## config.mk

```make
export PLATFORM = sky130hd
export DESIGN_NAME = audio_tone_player
export DESIGN_NICKNAME = d
export VERILOG_FILES = /design/src/rtl/audio_tone_player.sv
export SDC_FILE = /design/constraint.sdc
export NUM_CORES = 1
export LEC_CHECK = 0
export ABC_AREA = 1
export BUFFER_PORTS_ARGS = -buffer_cell sky130_fd_sc_hd__buf_2
export CAP_MARGIN = 10
export CORE_MARGIN = 5
export CORE_UTILIZATION = 35
export CTS_CLUSTER_SIZE = 12
export DETAILED_ROUTE_END_ITERATION = 8
export GPL_ROUTABILITY_DRIVEN = 0
export PLACE_DENSITY = 0.46
export SLEW_MARGIN = 30
export SYNTH_ARGS = -nofsm -noshare
export SYNTH_HDL_FRONTEND = slang
export SYNTH_SLANG_ARGS = --single-unit
```

## constraint.sdc

```tcl
create_clock -name clk -period 2.8 [get_ports clk]
set_input_delay 0.56 -clock clk [delete_from_list [all_inputs] [get_ports clk]]
set_output_delay 0.56 -clock clk [all_outputs]
set_load 0.01 [all_outputs]
```

## src/rtl/audio_tone_player.sv

```systemverilog
// audio_tone_player
// Plays a short fixed melody as a 1-bit square wave for each accepted sound key.
// Note and gap lengths are counted in video frames; pitch is counted in clocks.
//
// Ports:
//   clk           system clock
//   resetN        asynchronous active-low reset
//   startOfFrame  one-clock pulse per video frame
//   sound_key     requested sound (0 stop, 1 shot, 2 enemy dead, 3 player death, 4 victory)
//   key_strobe    qualifies sound_key for one clock
//   audio_out     square-wave audio
//   sound_active  high while a melody plays (notes and gaps)
//   cur_key       key currently playing, 0 when idle
//   note_idx      index of the current note within the melody
module audio_tone_player #(
   parameter int NOTE_FRAMES = 6,
   parameter int GAP_FRAMES  = 1,
   parameter int DIV_SHIFT   = 0
) (
   input  logic       clk,
   input  logic       resetN,
   input  logic       startOfFrame,
   input  logic [2:0] sound_key,
   input  logic       key_strobe,
   output logic       audio_out,
   output logic       sound_active,
   output logic [2:0] cur_key,
   output logic [1:0] note_idx
);

   typedef enum logic [1:0] {SIDLE, SNOTE, SGAP} state_t;

   localparam logic [15:0] LP_NOTE_LAST = 16'(NOTE_FRAMES - 1);
   localparam logic [15:0] LP_GAP_LAST  = 16'(GAP_FRAMES - 1);

   state_t      r_state;
   logic [15:0] r_pitch_cnt;
   logic [15:0] r_frame_cnt;
   logic        r_audio;
   logic        r_active;
   logic [2:0]  r_key;
   logic [1:0]  r_idx;

   logic [15:0] w_hp;
   logic        w_pitch_wrap;
   logic        w_valid_key;
   logic        w_accept;
   logic        w_stop;

   // Table half-period in clocks, before the simulation speed-up shift.
   function automatic logic [15:0] base_hp(input logic [2:0] key, input logic [1:0] idx);
      case ({key, idx})
         5'b001_00: base_hp = 16'd30000;
         5'b001_01: base_hp = 16'd20000;
         5'b010_00: base_hp = 16'd40000;
         5'b010_01: base_hp = 16'd30000;
         5'b010_10: base_hp = 16'd20000;
         5'b011_00: base_hp = 16'd20000;
         5'b011_01: base_hp = 16'd30000;
         5'b011_10: base_hp = 16'd40000;
         5'b011_11: base_hp = 16'd60000;
         5'b100_00: base_hp = 16'd24000;
         5'b100_01: base_hp = 16'd20000;
         5'b100_10: base_hp = 16'd16000;
         5'b100_11: base_hp = 16'd12000;
         default:   base_hp = 16'd0;
      endcase
   endfunction

   // Shifted half-period, never allowed below one clock.
   function automatic logic [15:0] eff_hp(input logic [2:0] key, input logic [1:0] idx);
      logic [15:0] h;
      h = base_hp(key, idx) >> DIV_SHIFT;
      eff_hp = (h == 16'd0) ? 16'd1 : h;
   endfunction

   function automatic logic [1:0] last_idx(input logic [2:0] key);
      case (key)
         3'd1:    last_idx = 2'd1;
         3'd2:    last_idx = 2'd2;
         3'd3:    last_idx = 2'd3;
         3'd4:    last_idx = 2'd3;
         default: last_idx = 2'd0;
      endcase
   endfunction

   assign w_hp         = eff_hp(r_key, r_idx);
   assign w_pitch_wrap = (r_pitch_cnt == (w_hp - 16'd1));
   assign w_valid_key  = (sound_key != 3'd0) && (sound_key <= 3'd4);
   // Equal key restarts, higher key preempts, lower key is dropped while playing.
   assign w_accept     = key_strobe && w_valid_key && ((r_state == SIDLE) || (sound_key >= r_key));
   assign w_stop       = key_strobe && (sound_key == 3'd0);

   always_ff @(posedge clk or negedge resetN) begin
      if (!resetN) begin
         r_state     <= SIDLE;
         r_pitch_cnt <= 16'd0;
         r_frame_cnt <= 16'd0;
         r_audio     <= 1'b0;
         r_active    <= 1'b0;
         r_key       <= 3'd0;
         r_idx       <= 2'd0;
      end else if (w_stop) begin
         r_state     <= SIDLE;
         r_pitch_cnt <= 16'd0;
         r_frame_cnt <= 16'd0;
         r_audio     <= 1'b0;
         r_active    <= 1'b0;
         r_key       <= 3'd0;
         r_idx       <= 2'd0;
      end else if (w_accept) begin
         // A frame pulse in the accept cycle is deliberately not counted.
         r_state     <= SNOTE;
         r_pitch_cnt <= 16'd0;
         r_frame_cnt <= 16'd0;
         r_audio     <= 1'b0;
         r_active    <= 1'b1;
         r_key       <= sound_key;
         r_idx       <= 2'd0;
      end else begin
         case (r_state)
            SNOTE: begin
               if (startOfFrame && (r_frame_cnt == LP_NOTE_LAST)) begin
                  r_state     <= SGAP;
                  r_frame_cnt <= 16'd0;
                  r_pitch_cnt <= 16'd0;
                  r_audio     <= 1'b0;
               end else begin
                  if (startOfFrame) r_frame_cnt <= r_frame_cnt + 16'd1;
                  if (w_pitch_wrap) begin
                     r_pitch_cnt <= 16'd0;
                     r_audio     <= ~r_audio;
                  end else begin
                     r_pitch_cnt <= r_pitch_cnt + 16'd1;
                  end
               end
            end
            SGAP: begin
               r_audio <= 1'b0;
               if (startOfFrame) begin
                  if (r_frame_cnt == LP_GAP_LAST) begin
                     r_frame_cnt <= 16'd0;
                     r_pitch_cnt <= 16'd0;
                     if (r_idx == last_idx(r_key)) begin
                        r_state  <= SIDLE;
                        r_active <= 1'b0;
                        r_key    <= 3'd0;
                        r_idx    <= 2'd0;
                     end else begin
                        r_state <= SNOTE;
                        r_idx   <= r_idx + 2'd1;
                     end
                  end else begin
                     r_frame_cnt <= r_frame_cnt + 16'd1;
                  end
               end
            end
            default: begin
               r_state <= SIDLE;
            end
         endcase
      end
   end

   assign audio_out    = r_audio;
   assign sound_active = r_active;
   assign cur_key      = r_key;
   assign note_idx     = r_idx;

endmodule

```

==> results of run 1 <==
[cell type report]
cell class	instances	share of cell area [%]
clock buffers	7	2.22
clock inverters	1	0.771
inverters	71	6.85
multi-input cells	378	51.7
flip-flops and latches	41	26.4
well taps	129	4.15
repair buffers	43	7.97
[Yosys cell counts, types with 2 or more instances]
master | n | share of area (%)
xor2_1 | 15 | 3.9
inv_1 | 64 | 7.2
a21oi_1 | 22 | 3.3
buf_2 | 3 | 0.45
nand3_1 | 56 | 8.4
nor3_1 | 7 | 1.0
nand3_2 | 5 | 1.5
nor4_1 | 6 | 1.1
nand4_1 | 10 | 1.9
xnor2_1 | 3 | 0.79
dfrtp_1 | 41 | 31
nor2_2 | 3 | 0.56
clkbuf_1 | 3 | 0.34
nor2_1 | 60 | 6.7
nand2_2 | 8 | 1.5
nand2_4 | 2 | 0.67
inv_2 | 6 | 0.67
nand2_1 | 122 | 14
nand3b_1 | 2 | 0.45
o22ai_1 | 7 | 1.3
buf_6 | 2 | 0.67
o21ai_0 | 19 | 2.8
ha_1 | 19 | 7.1
o21ai_1 | 4 | 0.60
a22oi_1 | 2 | 0.45
[what timing repair did]
action	CTS	global route
resized for setup	0	8
hold buffers	0	0
setup endpoints to repair	0	20
setup buffers	0	2
[worst paths after layout]
check / startpoint / end / cells after the start
worst max-delay path: note_idx[0]$_DFFE_PN0P_ / r_pitch_cnt[12]$_DFFE_PN0P_ / 19
worst min-delay path: resetN / r_frame_cnt[1]$_DFFE_PN0P_ / 1
worst max register to register: note_idx[0]$_DFFE_PN0P_ / r_pitch_cnt[12]$_DFFE_PN0P_ / 19
worst min register to register: r_frame_cnt[7]$_DFFE_PN0P_ / r_frame_cnt[7]$_DFFE_PN0P_ / 1
max in group asynchronous: resetN / r_pitch_cnt[15]$_DFFE_PN0P_ / 2
min in group clk: r_frame_cnt[7]$_DFFE_PN0P_ / r_frame_cnt[7]$_DFFE_PN0P_ / 1
[state kept, by name (all words and copies together) (netlist names)]
| signal | flops |
|---|---|
| r_pitch_cnt | 16 |
| r_frame_cnt | 16 |
| note_idx | 2 |
| cur_key | 3 |
| r_state | 2 |
| sound_active | 1 |
| audio_out | 1 |
[routing by layer]
layer / global-route usage [%] / vias up
met5: 0 / -
met4: 4.33 / 0
met3: 1.80 / 9
met2: 27.5 / 34
met1: 18.7 / 1465
li1: - / 1694
[where the power goes]
part	internal, mW	switching (mW)	total [mW]	leakage, nW
clock network	0.291	0.197	0.488	0.0585
registers	0.694	0.0943	0.788	0.553
logic	0.991	1.67	2.67	1.32
[per-stage QoR]
step	area [µm²]	setup slack, ps	hold WS [ps]	total power, mW
after floorplan	3340	197	264	2.65
after global placement	3710	-14.3	486	3.42
after detailed placement	3740	10.7	493	3.41
after CTS	3850	78.5	289	3.93
after global routing	3890	3.10	314	4.37
final	3890	226	276	3.94
[cell families after synthesis]
kind of cell / count (synthesis) / synth area share, %
simple gates: 283 / 38.1
fa+ha+maj: 19 / 7.12
xor+xnor: 18 / 4.72
buf+inv: 80 / 9.67
flops: 41 / 30.7
compound gates: 58 / 9.64
==> flow_summary.ini, run 1 <==
[status]
status = complete, no violations

[clocking]
numCtsBuffers = 5
clk_latency_ps = 290
clockBufferDepth = 2
clkTransAtPathRegs_ps = 80
cts_sinks = 41
cts_root_buffer = clkbuf_8
cts_tree = done
cts_max_level = 2

[global_routing]
grt_start_max_net_pins = 26
gr-total-overflow = 0
antenna_found_initial = 0
gr-usage-all-layers_pct = 15.1
grt_pass1_wl_um = 14200
grt_pass1_vias = 3069

[floorplanning]
dieWidth_um = 108
start_util_pct = 35.9
num_rows = 35
core_area_mm2 = 0.00928
dieArea_mm2 = 0.0116
die_h_um = 108
io_pins = 14

[yosys]
synth_nets = 525
synth_seq_cells = 41
ys_seq_area_share_pct = 30.7
syn_inst = 499
synth_area_mm2 = 0.00334
synth_cell_type_count = 33
synth_edf_count = 0
yosys_warnings = 0
syn_area_per_cell_um2 = 6.69
async_flop_share_pct = 100
synth-main-ff-cell = dfrtp_1

[finish]
final_common_cell = nand2_1
mostFrequentLayoutCells = 121 x nand2_1, 64 x inv_1, 56 x nor2_1, 56 x nand3_1, 40 x dfrtp_1
nets = 566
drive_above_1_share_pct = 15.5
multiInputGateArea_mm2 = 0.00201
antennaDiodeCount = 0
num-fill-cells = 1013
post-route-util_pct = 41.9
ff_latch_area_mm2 = 0.00103
syn2layout_area_growth_pct = 16.6
fin_cells = 670

[route]
drc = 0
wl_met1_um = 3920
dr.max_layer_used = met4
met2RoutedLength_um = 4160
post_drt_wl_per_cell_um = 12.5
ant_nets = 0
route.vias.total = 3202
met3_wirelength_um = 137
viasPerCell = 4.78
drt_iter0_drc = 101
firstDrtPassIters = 4
drt-total-wl_um = 8370

[timing]
period_minus_slack_ps = 2570
rsz0062_at_grt = false
hold_viol = 0
slew_headroom_pct = 58.7
worstMarginPinSlew_ps = 619
setup_tns_ps = 0
slew_violations = 0
post-route-period-util_pct = 91.9
finalClockSkew_ps = 9.01
setup_viol = 0
max_freq_ghz = 0.388

[worst_setup_path]
startpoint_type = register
critPathSlowestCell = dfrtp_1
worst_setup_path_end_kind = register
worstPathMaxFanout = 10
crit_path_max_incr_delay_ps = 370
worstSetupPathType = reg -> reg
crit_chain = inv_1, buf_4, ha_1, inv_1, nand3_1, nand2_1, nand2_1, nand3_2, nor2_2, nand3_2, buf_4, nand2_2, nand2_1, nand3_1, nand3_1, nor3_2, nand2_4, nand2_4, a21boi_1
arrival_ps = 2740
required_ps = 2970
rrSetupSlack_ps = 230
cp_num_buf_inv = 4
cp_top_family = simple AND/OR/NAND/NOR gates

[power_and_ir_drop]
leakage_nw = 1.93
power_density_mw_per_mm2 = 1010
ir_worst_vdd_mv = 0.400

[placement]
dp_cells = 660
hpwlAfterDp_um = 6860
io_buffers = 13

[worst_hold_path]
hp-class = in -> async

[flow_run]
drv_cap = 0
(Power assumes the default switching activity.)
==> run 2: changes to the inputs <==
--- a/config.mk
+++ b/config.mk
@@ -9,11 +9,11 @@
 export BUFFER_PORTS_ARGS = -buffer_cell sky130_fd_sc_hd__buf_2
 export CAP_MARGIN = 10
 export CORE_MARGIN = 5
-export CORE_UTILIZATION = 35
+export CORE_UTILIZATION = 38
 export CTS_CLUSTER_SIZE = 12
 export DETAILED_ROUTE_END_ITERATION = 8
 export GPL_ROUTABILITY_DRIVEN = 0
-export PLACE_DENSITY = 0.46
+export PLACE_DENSITY = 0.5
 export SLEW_MARGIN = 30
 export SYNTH_ARGS = -nofsm -noshare
 export SYNTH_HDL_FRONTEND = slang
==> flow_summary.ini, run 2 (synthesis gave the netlist of run 1 again) <==
[status]
status = complete, no violations

[timing]
finalClockSkew_ps = 6.17
hold_viol = 0
holdWs_ps = 237
setup_viol = 0
worstMarginPinSlew_ps = 534
slew_violations = 0
period_minus_slack_ps = 2560
slew_headroom_pct = 64.4
post-route-period-util_pct = 91.5
max_freq_ghz = 0.390

[route]
wl_met1_um = 3890
met3_wirelength_um = 172
dr.max_layer_used = met4
drt_iter0_drc = 103
viasPerCell = 4.98
ant_nets = 0
route.vias.total = 3188
post_drt_wl_per_cell_um = 13.1
drt-total-wl_um = 8370
met2RoutedLength_um = 4200
firstDrtPassIters = 4
drc = 0

[worst_setup_path]
cp.depth = 17
r2r-start = note_idx[0]$_DFFE_PN0P_
crit_chain = inv_2, buf_4, ha_1, nand3b_1, nand2_1, nand2_1, a21oi_2, nand3_2, buf_4, nand2_2, nand2_1, nand3_1, nand3_1, nor3_2, nand2_4, nand2_4, a21oi_1
worst_setup_path_end_kind = register
crit_start = note_idx[0]$_DFFE_PN0P_
required_ps = 2970
worstPathMaxFanout = 10
cp_top_family = simple AND/OR/NAND/NOR gates
cp_num_buf_inv = 3
rrSetupSlack_ps = 240
worstSetupPathType = reg -> reg
arrival_ps = 2730
critPathSlowestCell = dfrtp_1
cpMostUsedCell = nand2_1
crit_path_max_incr_delay_ps = 390
reg2reg_depth = 17
r2r_end = r_pitch_cnt[14]$_DFFE_PN0P_
startpoint_type = register

[power_and_ir_drop]
total_power_mw = 3.85
ir_worst_vdd_mv = 0.450
power_density_mw_per_mm2 = 1010
leakage_nw = 1.88

[clocking]
cts_max_level = 2
numCtsBuffers = 5
clkTransAtPathRegs_ps = 80
clockBufferDepth = 2
cts_tree = done
cts_sinks = 41
clk_latency_ps = 290
cts_root_buffer = clkbuf_8

[global_routing]
gr-usage-all-layers_pct = 15.3
antenna_found_initial = 0
grt_pass1_vias = 3112
gr-total-overflow = 0
grt_start_max_net_pins = 42
grt_pass1_wl_um = 14000

[floorplanning]
core_area_mm2 = 0.00864
dieWidth_um = 104
dieArea_mm2 = 0.0108
start_util_pct = 38.6
io_pins = 14
num_rows = 34
die_h_um = 104

[worst_hold_path]
hp-class = in -> async

[finish]
syn2layout_area_growth_pct = 14.4
num-fill-cells = 924
final_common_cell = nand2_1
antennaDiodeCount = 0
drive_above_1_share_pct = 16.5
nets = 557
mostFrequentLayoutCells = 118 x nand2_1, 61 x inv_1, 56 x nor2_1

[placement]
hpwlAfterDp_um = 6570
io_buffers = 13

[flow_run]
drv_cap = 0
==> run 2: changes by cell type in the layout (fill, tap and decap cells not counted), moves of 2 or more <==
cell / change
inv_2: +2
nor2_4: +2
nand3_4: +2
buf_4: -7
clkinv_2: +2
inv_1: -3
nor2_2: -2
nand2_2: +3
nand2_1: -3
ha_1: -2
==> run 2: how the worst max path moves through the flow <==
stage | end | slack (ps)
after floorplan | audio_out$_DFFE_PN0P_ | 200
after global placement | r_frame_cnt[11]$_DFFE_PN0P_ | 50
after detailed placement | r_frame_cnt[11]$_DFFE_PN0P_ | 10
after CTS | r_frame_cnt[11]$_DFFE_PN0P_ | 70
after global routing | audio_out$_DFFE_PN0P_ | -9
final | r_pitch_cnt[14]$_DFFE_PN0P_ | 240
==> run 2: cell type report <==
type | instances | area, µm² | area share (%)
Clock inverter | 3 | 17.5 | 0.459
Multi-Input combinational cell | 378 | 2070 | 54.3
Sequential cell | 41 | 1030 | 27.0
Tap cell | 108 | 135 | 3.54
Inverter | 71 | 269 | 7.05
Timing Repair Buffer | 34 | 225 | 5.90
Clock buffer | 5 | 68.8 | 1.80
==> run 2: metrics by stage <==
| step | utilization [%] | cells | area, µm² | setup TNS [ps] | worst slack (ps) |
|---|---|---|---|---|---|
| 6_report | 44.2 | 640 | 3820 | 0 | 237 |
| 3_5_place_dp | 42.0 | 631 | 3630 | 0 | 14.4 |
| 3_3_place_gp | 42.0 | 631 | 3630 | 0 | 54.4 |
| 5_1_grt | 44.2 | 640 | 3820 | -8.71 | -8.71 |
| 4_1_cts | 43.0 | 639 | 3720 | 0 | 74.9 |
| 2_1_floorplan | - | 499 | 3340 | 0 | 197 |
==> run 2: routing by layer <==
layer / up-vias / GRT usage (%)
met3: 8 / 2.36
met1: 1462 / 18.6
li1: 1680 / -
met2: 38 / 27.8
met4: 0 / 4.44
met5: - / 0
==> run 2: what timing repair did <==
item                                    4_1_cts  5_1_grt
setup buffers                                 0        1
hold buffers                                  0        0
endpoints found under the setup margin        0       29
resized for setup                             0       26
==> run 2: power breakdown <==
part	internal (mW)	switching [mW]	leakage, nW
sequential	0.695	0.119	0.552
combinational	0.950	1.70	1.28
clock	0.172	0.212	0.0439
total	1.82	2.03	1.88
==> run 3: changes to the inputs <==
--- a/config.mk
+++ b/config.mk
@@ -10,7 +10,6 @@
 export CAP_MARGIN = 10
 export CORE_MARGIN = 5
 export CORE_UTILIZATION = 38
-export CTS_CLUSTER_SIZE = 12
 export DETAILED_ROUTE_END_ITERATION = 8
 export GPL_ROUTABILITY_DRIVEN = 0
 export PLACE_DENSITY = 0.5
==> constraint.sdc (replaced) <==
create_clock -name clk -period 2.7 [get_ports clk]
set_input_delay 0.54 -clock clk [delete_from_list [all_inputs] [get_ports clk]]
set_output_delay 0.54 -clock clk [all_outputs]
set_load 0.01 [all_outputs]
==> flow_summary.ini, run 3 (synthesis gave the netlist of run 1 again) <==
[global_routing]
grt_start_max_net_pins = 42
grt_pass1_vias = 3146
gr-total-overflow = 0
gr-usage-all-layers_pct = 15.7
antenna_found_initial = 0
grt_pass1_wl_um = 14400

[worst_setup_path]
arrival_ps = 2680
cpMostUsedCell = nand2_1
worstSetupPathType = reg -> reg
cp_top_family = simple AND/OR/NAND/NOR gates
cp_num_buf_inv = 3
startpoint_type = register
required_ps = 2890
crit_path_max_incr_delay_ps = 390
worstPathMaxFanout = 13
worst_setup_path_end_kind = register
crit_chain = inv_2, ha_2, inv_2, nand2_1, nand2_1, nand2_1, nand2_2, nand2_2, nor2_4, nand3_2, buf_12, nand2_2, nand2_1, nand3_1, nand3_1, nor3_4, nand2_4, nand2_2, nand2_1, nand2_1, nand2_1
critPathSlowestCell = dfrtp_1

[power_and_ir_drop]
share_comb_of_total_power_pct = 68.5
leakage_nw = 1.94
power_density_mw_per_mm2 = 1090
pwr-share-seq_pct = 19.5
switchingPower_mw = 2.18
total_power_mw = 4.30
ir_worst_vdd_mv = 0.398
p_sw_share_pct = 50.7
internal_power_mw = 2.12
power_frac_clock_pct = 12.0

[timing]
worstMarginPinSlew_ps = 533
rsz0062_at_grt = true
hold_viol = 0
setup_viol = 0
finalClockSkew_ps = 8.28
slew_violations = 0
slew_headroom_pct = 64.5
period_minus_slack_ps = 2490
max_freq_ghz = 0.402
post-route-period-util_pct = 92.2
holdWs_ps = 212

[finish]
mostFrequentLayoutCells = 113 x nand2_1, 59 x inv_1, 54 x nand3_1
drive_above_1_share_pct = 19.9
nets = 562
post-route-util_pct = 45.6
syn2layout_area_growth_pct = 17.9
antennaDiodeCount = 0
final_common_cell = nand2_1
design_area_mm2 = 0.00393
fin_cells = 645

[route]
drc = 0
viasPerCell = 5.03
post_drt_wl_per_cell_um = 13.2
drt-total-wl_um = 8480
ant_nets = 0
route.vias.total = 3247
firstDrtPassIters = 4
drt_iter0_drc = 157

[clocking]
cts_tree = done
cts_sinks = 41
cts_max_level = 2
clockBufferDepth = 2
clk_latency_ps = 290
clkTransAtPathRegs_ps = 80
ctsHoldBuffers = 0
cts_root_buffer = clkbuf_8
numCtsBuffers = 5

[floorplanning]
dieArea_mm2 = 0.0108
num_rows = 34
die_h_um = 104
io_pins = 14
start_util_pct = 38.6
core_area_mm2 = 0.00864
dieWidth_um = 104

[placement]
hpwlAfterDp_um = 6670
dp_cells = 636
io_buffers = 13
post_dp_cell_area_mm2 = 0.00368

[status]
status = complete, no violations

[flow_run]
drv_cap = 0

[worst_hold_path]
hp-class = in -> async
run 3: cell count changes in the layout (fill, tap and decap cells not counted), sizes merged:
cell      delta
clkinvlp     -1
clkinv       -2
clkbuf       +2
buf          +5
bufinv       +1
run 3: power groups by stage:
| stage | logic, mW | registers, mW | clock network [mW] |
|---|---|---|---|
| 5_1_grt | 3.31 | 0.860 | 0.565 |
| 3_3_place_gp | 2.69 | 0.840 | 0 |
| 2_1_floorplan | 1.90 | 0.842 | 0 |
| 6_report | 2.94 | 0.839 | 0.516 |
| 4_1_cts | 2.71 | 0.826 | 0.542 |
| 3_5_place_dp | 2.70 | 0.839 | 0 |
run 3: timing repair:
| action | in CTS | in global routing |
|---|---|---|
| endpoints found under the setup margin | 0 | 28 |
| gates resized for setup | 0 | 42 |
| setup buffers | 0 | 1 |
| hold endpoints to repair | 0 | 0 |
run 3: metrics by stage:
stage,TNS [ps],setup slack (ps)
after global placement,-10.6,-10.6
after CTS,0,106
after floorplan,0,97.0
final,0,210
after global routing,-12.0,-12.0
after detailed placement,-92.3,-44.1
run 3: area by class of cell:
class	instances	area, µm²
multi-input cells	378	2110
flip-flops and latches	41	1030
clock inverters	1	30.0
well taps	108	135
clock buffers	7	86.3
repair buffers	39	275
inverters	71	269
fillers	915	4700
run 3: path summary, 6_finish.rpt:
kind                                     startpoint                         end  slack (ps)  depth (start not counted)
max in group asynchronous                    resetN      cur_key[0]$_DFFE_PN0P_        2080                          1
max reg2reg                 note_idx[1]$_DFFE_PN0P_       audio_out$_DFFE_PN0P_         210                         21
min in group clk           sound_active$_DFFE_PN0P_    sound_active$_DFFE_PN0P_         510                          2
min                                          resetN  r_pitch_cnt[4]$_DFFE_PN0P_         210                          1
max                         note_idx[1]$_DFFE_PN0P_       audio_out$_DFFE_PN0P_         210                         21
min reg2reg                sound_active$_DFFE_PN0P_    sound_active$_DFFE_PN0P_         510                          2
run 3: routing by layer:
metal / share of wire [%] / up-vias / routed length [µm] / global-route usage (%)
met5: 0 / - / 0 / 0
met3: 2.6 / 16 / 221 / 2.36
met4: 2.2 / 0 / 188 / 5.55
met2: 49 / 51 / 4140 / 26.7
met1: 46 / 1492 / 3930 / 20.2
li1: - / 1688 / - / -
